==> config.mk <==
export PLATFORM = sky130hd
export DESIGN_NAME = rom_reader
export DESIGN_NICKNAME = d
export VERILOG_FILES = /design/src/rtl/rom_reader.sv
export SDC_FILE = /design/constraint.sdc
export NUM_CORES = 1
export LEC_CHECK = 0
export CAP_MARGIN = 20
export CELL_PAD_IN_SITES_DETAIL_PLACEMENT = 1
export CELL_PAD_IN_SITES_GLOBAL_PLACEMENT = 1
export CORE_MARGIN = 4
export CORE_UTILIZATION = 31
export CTS_CLUSTER_DIAMETER = 120
export CTS_CLUSTER_SIZE = 20
export DETAILED_ROUTE_END_ITERATION = 16
export PLACE_DENSITY = 0.9
export SLEW_MARGIN = 20
export SYNTH_ARGS = -nofsm -noshare
export SYNTH_HDL_FRONTEND = slang
export SYNTH_SLANG_ARGS = --single-unit
==> constraint.sdc <==
create_clock -name clk -period 1.5 [get_ports clk]
set_input_delay 0.3 -clock clk [delete_from_list [all_inputs] [get_ports clk]]
set_output_delay 0.3 -clock clk [all_outputs]
set_load 0.02 [all_outputs]
==> src/rtl/rom_reader.sv <==
// Read sequencer for a 2^AW x DW synchronous ROM: fetches count words from base_addr
// (wrapping) and streams them out on a valid/ready interface. Optional macro ROM_READER_LOOP_EN.
module rom_reader #(
  parameter int AW = 4,
  parameter int DW = 16
) (
  input  logic          clk,
  input  logic          rst,
  input  logic          start,
  input  logic [AW-1:0] base_addr,
  input  logic [AW:0]   count,
  input  logic          abort,
  output logic [AW-1:0] rom_addr,
  input  logic [DW-1:0] rom_data,
  output logic [DW-1:0] out_data,
  output logic          out_valid,
  input  logic          out_ready,
  output logic          busy,
  output logic          done
);

  typedef enum logic [2:0] {
    S_IDLE  = 3'd0,
    S_FETCH = 3'd1,
    S_WAIT  = 3'd2,
    S_SEND  = 3'd3,
    S_DONE  = 3'd4
  } state_t;

  localparam logic [AW:0] REM_ONE  = {{AW{1'b0}}, 1'b1};
  localparam logic [AW:0] REM_ZERO = {(AW+1){1'b0}};

  state_t        state_q, state_d;
  logic [AW-1:0] addr_q, addr_d;
  logic [AW:0]   rem_q, rem_d;
  logic [DW-1:0] data_q, data_d;
  logic          valid_q, valid_d;
  logic          busy_q, busy_d;
  logic          done_q, done_d;
`ifdef ROM_READER_LOOP_EN
  logic [AW-1:0] base_q, base_d;
  logic [AW:0]   cnt_q, cnt_d;
`endif

  // Next-state, datapath and registered-output decode
  always_comb begin
    state_d = state_q;
    addr_d  = addr_q;
    rem_d   = rem_q;
    data_d  = data_q;
    done_d  = 1'b0;
`ifdef ROM_READER_LOOP_EN
    base_d  = base_q;
    cnt_d   = cnt_q;
`endif
    case (state_q)
      S_IDLE: begin
        if (start && !abort) begin
          addr_d = base_addr;
          rem_d  = count;
`ifdef ROM_READER_LOOP_EN
          base_d = base_addr;
          cnt_d  = count;
`endif
          if (count == REM_ZERO) begin
            state_d = S_DONE;
          end else begin
            state_d = S_FETCH;
          end
        end else begin
          state_d = S_IDLE;
        end
      end
      S_FETCH: begin
        if (abort) begin
          state_d = S_IDLE;
        end else begin
          state_d = S_WAIT;
        end
      end
      S_WAIT: begin
        if (abort) begin
          state_d = S_IDLE;
        end else begin
          data_d  = rom_data;
          state_d = S_SEND;
        end
      end
      S_SEND: begin
        if (abort) begin
          state_d = S_IDLE;
        end else if (out_ready) begin
          rem_d  = rem_q - REM_ONE;
          addr_d = addr_q + {{(AW-1){1'b0}}, 1'b1};
          if (rem_q == REM_ONE) begin
`ifdef ROM_READER_LOOP_EN
            // Restart the table in place; done pulses while already fetching
            addr_d  = base_q;
            rem_d   = cnt_q;
            done_d  = 1'b1;
            state_d = S_FETCH;
`else
            state_d = S_DONE;
`endif
          end else begin
            state_d = S_FETCH;
          end
        end else begin
          state_d = S_SEND;
        end
      end
      S_DONE: begin
        state_d = S_IDLE;
      end
      default: begin
        state_d = S_IDLE;
      end
    endcase
    done_d  = done_d | (state_d == S_DONE);
    valid_d = (state_d == S_SEND);
    busy_d  = (state_d != S_IDLE);
  end

  // State and output registers
  always_ff @(posedge clk) begin
    if (rst) begin
      state_q <= S_IDLE;
      addr_q  <= {AW{1'b0}};
      rem_q   <= REM_ZERO;
      data_q  <= {DW{1'b0}};
      valid_q <= 1'b0;
      busy_q  <= 1'b0;
      done_q  <= 1'b0;
`ifdef ROM_READER_LOOP_EN
      base_q  <= {AW{1'b0}};
      cnt_q   <= REM_ZERO;
`endif
    end else begin
      state_q <= state_d;
      addr_q  <= addr_d;
      rem_q   <= rem_d;
      data_q  <= data_d;
      valid_q <= valid_d;
      busy_q  <= busy_d;
      done_q  <= done_d;
`ifdef ROM_READER_LOOP_EN
      base_q  <= base_d;
      cnt_q   <= cnt_d;
`endif
    end
  end

  assign rom_addr  = addr_q;
  assign out_data  = data_q;
  assign out_valid = valid_q;
  assign busy      = busy_q;
  assign done      = done_q;

endmodule

==> results of run 1 <==
## per-layer routing
metal	track usage	wire length, µm
met1	0.1812	1666
met3	0.03958	194
met5	0	0
met4	0.03495	35
met2	0.2656	2184
## worst paths after layout
path / from / to / slack, ns / cells after the start
hold / removal: out_data[1]$_SDFFE_PP0N_ / out_data[1]$_SDFFE_PP0N_ / 0.45 / 2
setup / recovery: start / rom_addr[0]$_SDFFE_PP0P_ / 0.05 / 5
hold reg to reg: out_data[1]$_SDFFE_PP0N_ / out_data[1]$_SDFFE_PP0N_ / 0.45 / 2
setup reg to reg: rem_q[1]$_SDFFE_PP0P_ / out_valid$_SDFF_PP0_ / 0.10 / 6
## critical path: cells and delay by family
kind	cells	cell delay, ns
buffers and inverters	1	0.49
AOI/OAI and AO/OA	3	0.56
and+or+nand+nor	1	0.28
## cells by family (layout without fill, tap and decap cells)
family,after synthesis,count (layout)
and+or+nand+nor,71,71
AOI/OAI and AO/OA,44,44
buffers and inverters,11,79
muxes,3,3
adders and majority gates,3,3
DFF,31,31
## power breakdown
part | switching [mW] | leakage, nW | internal [mW] | total, mW
logic | 0.111 | 0.623 | 0.140 | 0.251
registers | 0.0251 | 0.253 | 0.846 | 0.871
clock network | 0.307 | 0.0612 | 0.537 | 0.844
total | 0.444 | 0.936 | 1.52 | 1.97
## layout make-up
type | count | area share
timing repair buffer | 69 | 0.2875
tap | 52 | 0.02931
clock buffer | 6 | 0.03720
multi-input combinational | 121 | 0.3455
inverter | 2 | 0.003382
sequential | 31 | 0.2813
clock inverter | 2 | 0.01578
## synth_stat cells (3+ instances only)
library cell / count
nand3_1: 3
nand2_1: 34
ha_1: 3
nor4_1: 5
a211oi_1: 3
dfxtp_1: 31
nor2_1: 9
o21ai_0: 6
clkbuf_1: 3
and2_1: 4
buf_2: 3
a21oi_1: 23
o21ai_1: 3
## registers in the layout (all words and copies together) (netlist names)
register and cells:
done 1, out_valid 1, out_data 16, rem_q 5
state_q 3, rom_addr 4, busy 1
## cell usage in the layout, fill, tap and decap left out, drive strengths merged, types with 3 or more instances in the layout
cell type	n
nand2	34
dfxtp	31
clkdlybuf4s50	25
dlygate4sd2	25
a21oi	24
buf	17
nor2	9
o21ai	9
clkbuf	6
nor4	5
a211oi	5
and2	4
nor3b	4
nand3	3
ha	3
nor3	3
## what timing repair did
action / CTS / global route
setup endpoints to repair: 26 / 13
hold buffers: 0 / 0
hold endpoints to repair: 0 / 0
cloned: 0 / 0
gates resized for setup: 34 / 8
setup buffers: 1 / 1
pin swaps: 4 / 1
==> key figures, run 1 <==
Status
  • Status: finished clean

Placed design
  • Dpl cells: 273
  • Pre-CTS WS: -0.3549 ns
  • Port bufs: 52
  • Placer Congestion: 0.7917
  • Detailed placement HPWL: 3093 µm
  • Post-DP Area: 2064 µm²

Synthesis
  • Sequential share of the synthesized area: 0.4366
  • Synth Flop Type: dfxtp_1
  • Synthesis-stage register bit count: 31
  • Synth Area in XOR/XNOR: 0
  • Ys async rst share: 0
  • Share of the synthesized area in the top cell type: 0.4366
  • Syn nets: between 150 and 200
  • Ys Warns: 0
  • Largest cells by area after synthesis: dfxtp_1 (44%), nand2_1 (9.0%), a21oi_1 (8.1%), ha_1 (2.6%), nor2_1 (2.4%)
  • Synth Instances: roughly 160
  • Post-synthesis cell type count: 38
  • Portion of netlist area occupied by mux cells: 0.02201
  • Syn Area/Cell: 8.720 µm²
  • Complex-gate fraction of the synthesized area: 0.1910
  • EDFF count, synth: 0
  • Post-synthesis adder-cell area fraction: 0.02641
  • Synthesized area: between 1000 and 1500 µm²
  • Largest family of logic cells by synthesized area: simple AND/OR/NAND/NOR gates
  • Synth Area in Simple Gates: 0.2711
  • Area leader, netlist: dfxtp_1

Power and ir drop
  • Max IR drop VDD: roughly 0.4 mV
  • PwrDens: 886.0 nW/µm²
  • Tot Pwr: 1.967 mW
  • Leak Pwr: between 0.9 and 1 nW

GRT
  • Initial antenna violation count: 0
  • Vias in the first global route: 1478
  • Largest net degree at the start of global routing: 21
  • GRT Total Usage: 0.1500
  • Global route overflow: 0
  • Wire length of the first global-routing pass: between 6000 and 7000 µm

Die
  • # rows: 24
  • Die Wd: 75.71 µm
  • Die span in y: 75.71 µm
  • Die footprint: between 5000 and 6000 µm²
  • Core Area: ~4400 µm²
  • Starting Density: 0.3242
  • Io pins: 53

Cells and area
  • Nets: around 260
  • Diodes inserted: 0
  • FF+latch area: 624.3 µm²
  • Layout area overhead: 56.16%
  • Final core occ: 0.5063
  • Share of layout cells above drive strength 1: 0.1991
  • Multi-input logic area: 767.0 µm²
  • Fillers: 517
  • Fin cells: 283
  • Finished Cell Area: 2220 µm²

Clocking
  • CTS Sinks: 31
  • Worst-path clk slew: around 0.070 ns
  • Clock Latency Late Sink: between 0.2 and 0.3 ns
  • Total CTS buffers: 5
  • Clk buf depth: 2
  • H-tree depth: 2
  • CTS tree: yes
  • Root Buffer: clkbuf_8

Timing
  • Hold WS: 0.4528 ns
  • Fin. Hold Viols: 0
  • Final setup vio count: 0
  • Slew Limit Headroom: 0.7548
  • Setup TNS: 0 ns
  • Worst-margin pin slew: approximately 0.36 ns
  • Period utilization: 0.9644
  • Clk_skew: 0.003928 ns
  • Fin. max-slew vios: 0
  • Fmax: between 600 and 700 MHz
  • Unrepaired setup endpoints after global routing: true
  • Final setup margin: roughly 0.053 ns
  • Period minus WS final: 1.447 ns

Critical path
  • Startpoint types: input pin
  • Crit path arrival time: ~1.6 ns
  • Slowest CP cell: clkdlybuf4s50_1
  • CP endpoint kind: flop
  • Worst-path cell chain: clkdlybuf4s50_1 > nor3b_4 > o21a_4 > a21oi_1 > a311oi_1
  • CP peak stage delay: 0.49 ns
  • Crit-path max FO: 11
  • Worst Path Required: 1.69 ns
  • Crit Path Class: in -> reg

Detailed routing
  • Post-route ant nets: 0
  • WL/cell: 14.42 µm
  • DRC viols: 0
  • Via-to-Cell Ratio: 4.986
  • Via count: 1411
  • First DRT Iteration DRCs: 62
  • Routed wire length: 4080 µm
  • Drt first pass iters: 4

Hold path
  • Hold crit path type: reg -> reg

Job
  • Max-Cap Viols: 0
Power figures use the tool's default switching activity.
==> run 2, diff against run 1 <==
- CAP_MARGIN: 20 -> default
- HOLD_SLACK_MARGIN: default -> 0.03
- SKIP_CTS_REPAIR_TIMING: default -> 1
==> run 2 against run 1 <==
Net effect: the run now ends with setup timing left; non-clock buffer count up 2; sequential power rose by 0.5%; first-iteration DRC count rose by 61%; final area rose by 7.2%; cell count rose by 0.71%; core utilization is 3.6 points higher; maximum frequency fell by 6.6%; combinational power rose by 11%; sequential cell count is the same; clock skew down 0.0020 ns; count of clock-buffer cells in the layout stayed put; critical path type unchanged; largest power group unchanged.
==> key figures, run 2 (same netlist as run 1, synthesis figures left out) <==
Critical path
  • Register-to-Register Path Depth: 6 (unchanged)
  • Crit Reg-Reg Endpoint: done$_SDFF_PP0_ (was out_valid$_SDFF_PP0_)
  • Crit Path Class: in -> reg (unchanged)
  • WP buf/inv: 1 (unchanged)
  • Slowest CP cell: clkdlybuf4s50_1 (unchanged)
  • Worst flop-to-flop path startpoint: rem_q[1]$_SDFFE_PP0P_ (unchanged)
  • Startpoint types: input pin (unchanged)
  • Crit-path max FO: 11 (unchanged)
  • CP peak stage delay: 0.49 ns (about the same)
  • Crit path launch: start (unchanged)
  • CP endpoint kind: flop (unchanged)
  • Top delay family on crit path: compound AO/OA/AOI/OAI gates (unchanged)
  • R2R Setup Slk: 0.05 ns (was 0.10 ns)
  • Worst-path cell chain: clkdlybuf4s50_1 > nor3b_4 > o21a_4 > a21oi_1 > a211oi_1 (was clkdlybuf4s50_1 > nor3b_4 > o21a_4 > a21oi_1 > a311oi_1)
  • Crit path arrival time: 1.73 ns (was 1.63 ns)
  • Worst Path Required: 1.68 ns (was 1.69 ns)

Cells and area
  • Commonest non-fill, non-tap cell in the layout: nand2_1 (unchanged)
  • Fillers: 516 (was 517)
  • Max FFs per register: 16 (unchanged)
  • Nets: 265 (was 263)
  • Final core occ: 0.5425 (was 0.5063)
  • Diodes inserted: 0 (unchanged)
  • Most frequent cells in the layout: nand2_1 (34), dfxtp_1 (27), dlymetal6s2s_1 (27) (was nand2_1 (34), dfxtp_1 (28), clkdlybuf4s50_1 (25), dlygate4sd2_1 (25), a21oi_1 (23))
  • Share of layout cells above drive strength 1: 0.2403 (was 0.1991)
  • Fin cells: 285 (was 283)
  • Layout area overhead: 67.34% (was 56.16%)

Die
  • Die span in y: 75.71 µm (unchanged)
  • Die Wd: 75.71 µm (unchanged)
  • # rows: 24 (unchanged)
  • Starting Density: 0.3242 (unchanged)
  • Core Area: 4384 µm² (unchanged)
  • Io pins: 53 (unchanged)
  • Die footprint: 5732 µm² (unchanged)

Timing
  • Period minus WS final: 1.549 ns (was 1.447 ns)
  • Final setup margin: -0.04884 ns (was 0.05334 ns)
  • Clk_skew: 0.001892 ns (was 0.003928 ns)
  • Slew Limit Headroom: 0.7265 (was 0.7548)
  • Worst-margin pin slew: 0.4065 ns (was 0.3644 ns)
  • Final setup vio count: 1 (was 0)
  • Fin. max-slew vios: 0 (unchanged)
  • Hold WS: 0.4545 ns (was 0.4528 ns)
  • Fin. Hold Viols: 0 (unchanged)
  • Fmax: 645.6 MHz (was 691.2 MHz)
  • Period utilization: 1.033 (was 0.9644)

Clocking
  • CTS tree: yes (unchanged)
  • Total CTS buffers: 5 (unchanged)
  • Root Buffer: clkbuf_8 (unchanged)
  • CTS Sinks: 31 (unchanged)
  • Clk buf depth: 2 (unchanged)
  • Worst-path clk slew: 0.07 ns (about the same)
  • Clock Latency Late Sink: 0.27 ns (about the same)
  • H-tree depth: 2 (unchanged)

Hold path
  • Hold Crit Depth: 2 (unchanged)
  • Hold path start: out_data[1]$_SDFFE_PP0N_ (unchanged)
  • Worst Hold Path EP: out_data[1]$_SDFFE_PP0N_ (unchanged)
  • Hold crit path type: reg -> reg (unchanged)

Placed design
  • Dpl cells: 273 (unchanged)
  • Port bufs: 52 (unchanged)
  • Detailed placement HPWL: 3093 µm (unchanged)
  • Placer Congestion: 0.7917 (unchanged)

GRT
  • Vias in the first global route: 1472 (was 1478)
  • Initial antenna violation count: 0 (unchanged)
  • GRT Total Usage: 0.1498 (was 0.1500)
  • Largest net degree at the start of global routing: 21 (unchanged)
  • Wire length of the first global-routing pass: 6575 µm (was 6603 µm)
  • Global route overflow: 0 (unchanged)

Detailed routing
  • Drt first pass iters: 4 (unchanged)
  • Via-to-Cell Ratio: 5.123 (was 4.986)
  • Routed wire length: 4588 µm (was 4080 µm)
  • DRC viols: 0 (unchanged)
  • WL/cell: 16.10 µm (was 14.42 µm)
  • Post-route ant nets: 0 (unchanged)
  • Via count: 1460 (was 1411)
  • First DRT Iteration DRCs: 100 (was 62)

Status
  • Status: complete, but fails checks (was finished clean)
  • Violated checks: setup timing

Power and ir drop
  • Leak Pwr: 1.266 nW (was 0.9364 nW)
  • Max IR drop VDD: 0.4318 mV (was 0.4043 mV)
  • Tot Pwr: 1.996 mW (was 1.967 mW)
  • PwrDens: 839.1 nW/µm² (was 886.0 nW/µm²)

Job
  • Max-Cap Viols: 0 (unchanged)
## run 2: where the power goes
group	total (mW)	switching (mW)	internal, mW
logic	0.279	0.124	0.155
clock network	0.842	0.305	0.537
registers	0.875	0.0293	0.845
total	2.00	0.458	1.54
## run 2: worst min-delay path, stage by stage, from the launching register on
cell     delay [ns]
dfxtp_1        0.31
nand2_1        0.05
a21oi_1        0.05
## run 2: through the flow
| step | TNS [ns] | cell area (µm²) | setup slack [ns] |
|---|---|---|---|
| floorplan | 0 | 1421 | 0.1754 |
| global placement | -4.677 | 2064 | -0.2984 |
| detailed placement | -5.755 | 2064 | -0.3549 |
| CTS | -1.050 | 2182 | -0.1334 |
| global route | -0.1610 | 2379 | -0.1158 |
| finish | -0.04884 | 2379 | -0.04884 |
## run 2: layer usage
metal,GRT usage,vias to the layer above,wire length [µm]
li1,-,709,-
met1,0.1787,703,1821
met2,0.2656,37,2391
met3,0.04222,11,269
met4,0.03495,0,106
met5,0,-,0
## run 2: final cells by class
type,count,area [µm²],share of cell area
Clock buffer,6,82.58,0.03472
Sequential cell,31,628.1,0.2641
Tap cell,52,65.06,0.02735
Clock inverter,2,35.03,0.01473
Timing Repair Buffer,71,747.0,0.3140
Multi-Input combinational cell,121,813.3,0.3419
Inverter,2,7.507,0.003156
## run 2: worst max path at each step
stage	endpoint	slack, ns	cells after the start
after floorplan	state_q[0]$_SDFF_PP0_	0.18	4
after global placement	out_valid$_SDFF_PP0_	-0.30	5
after detailed placement	out_valid$_SDFF_PP0_	-0.35	5
after CTS	rom_addr[0]	-0.13	1
after global routing	rem_q[4]$_SDFFE_PP0P_	-0.12	5
final	rem_q[4]$_SDFFE_PP0P_	-0.05	5
==> run 3, diff against run 2 <==
- ABC_CLOCK_PERIOD_IN_PS: default -> 1500
==> results of run 3 <==
No change in the layout: final DEF, timing and power equal those of run 2.
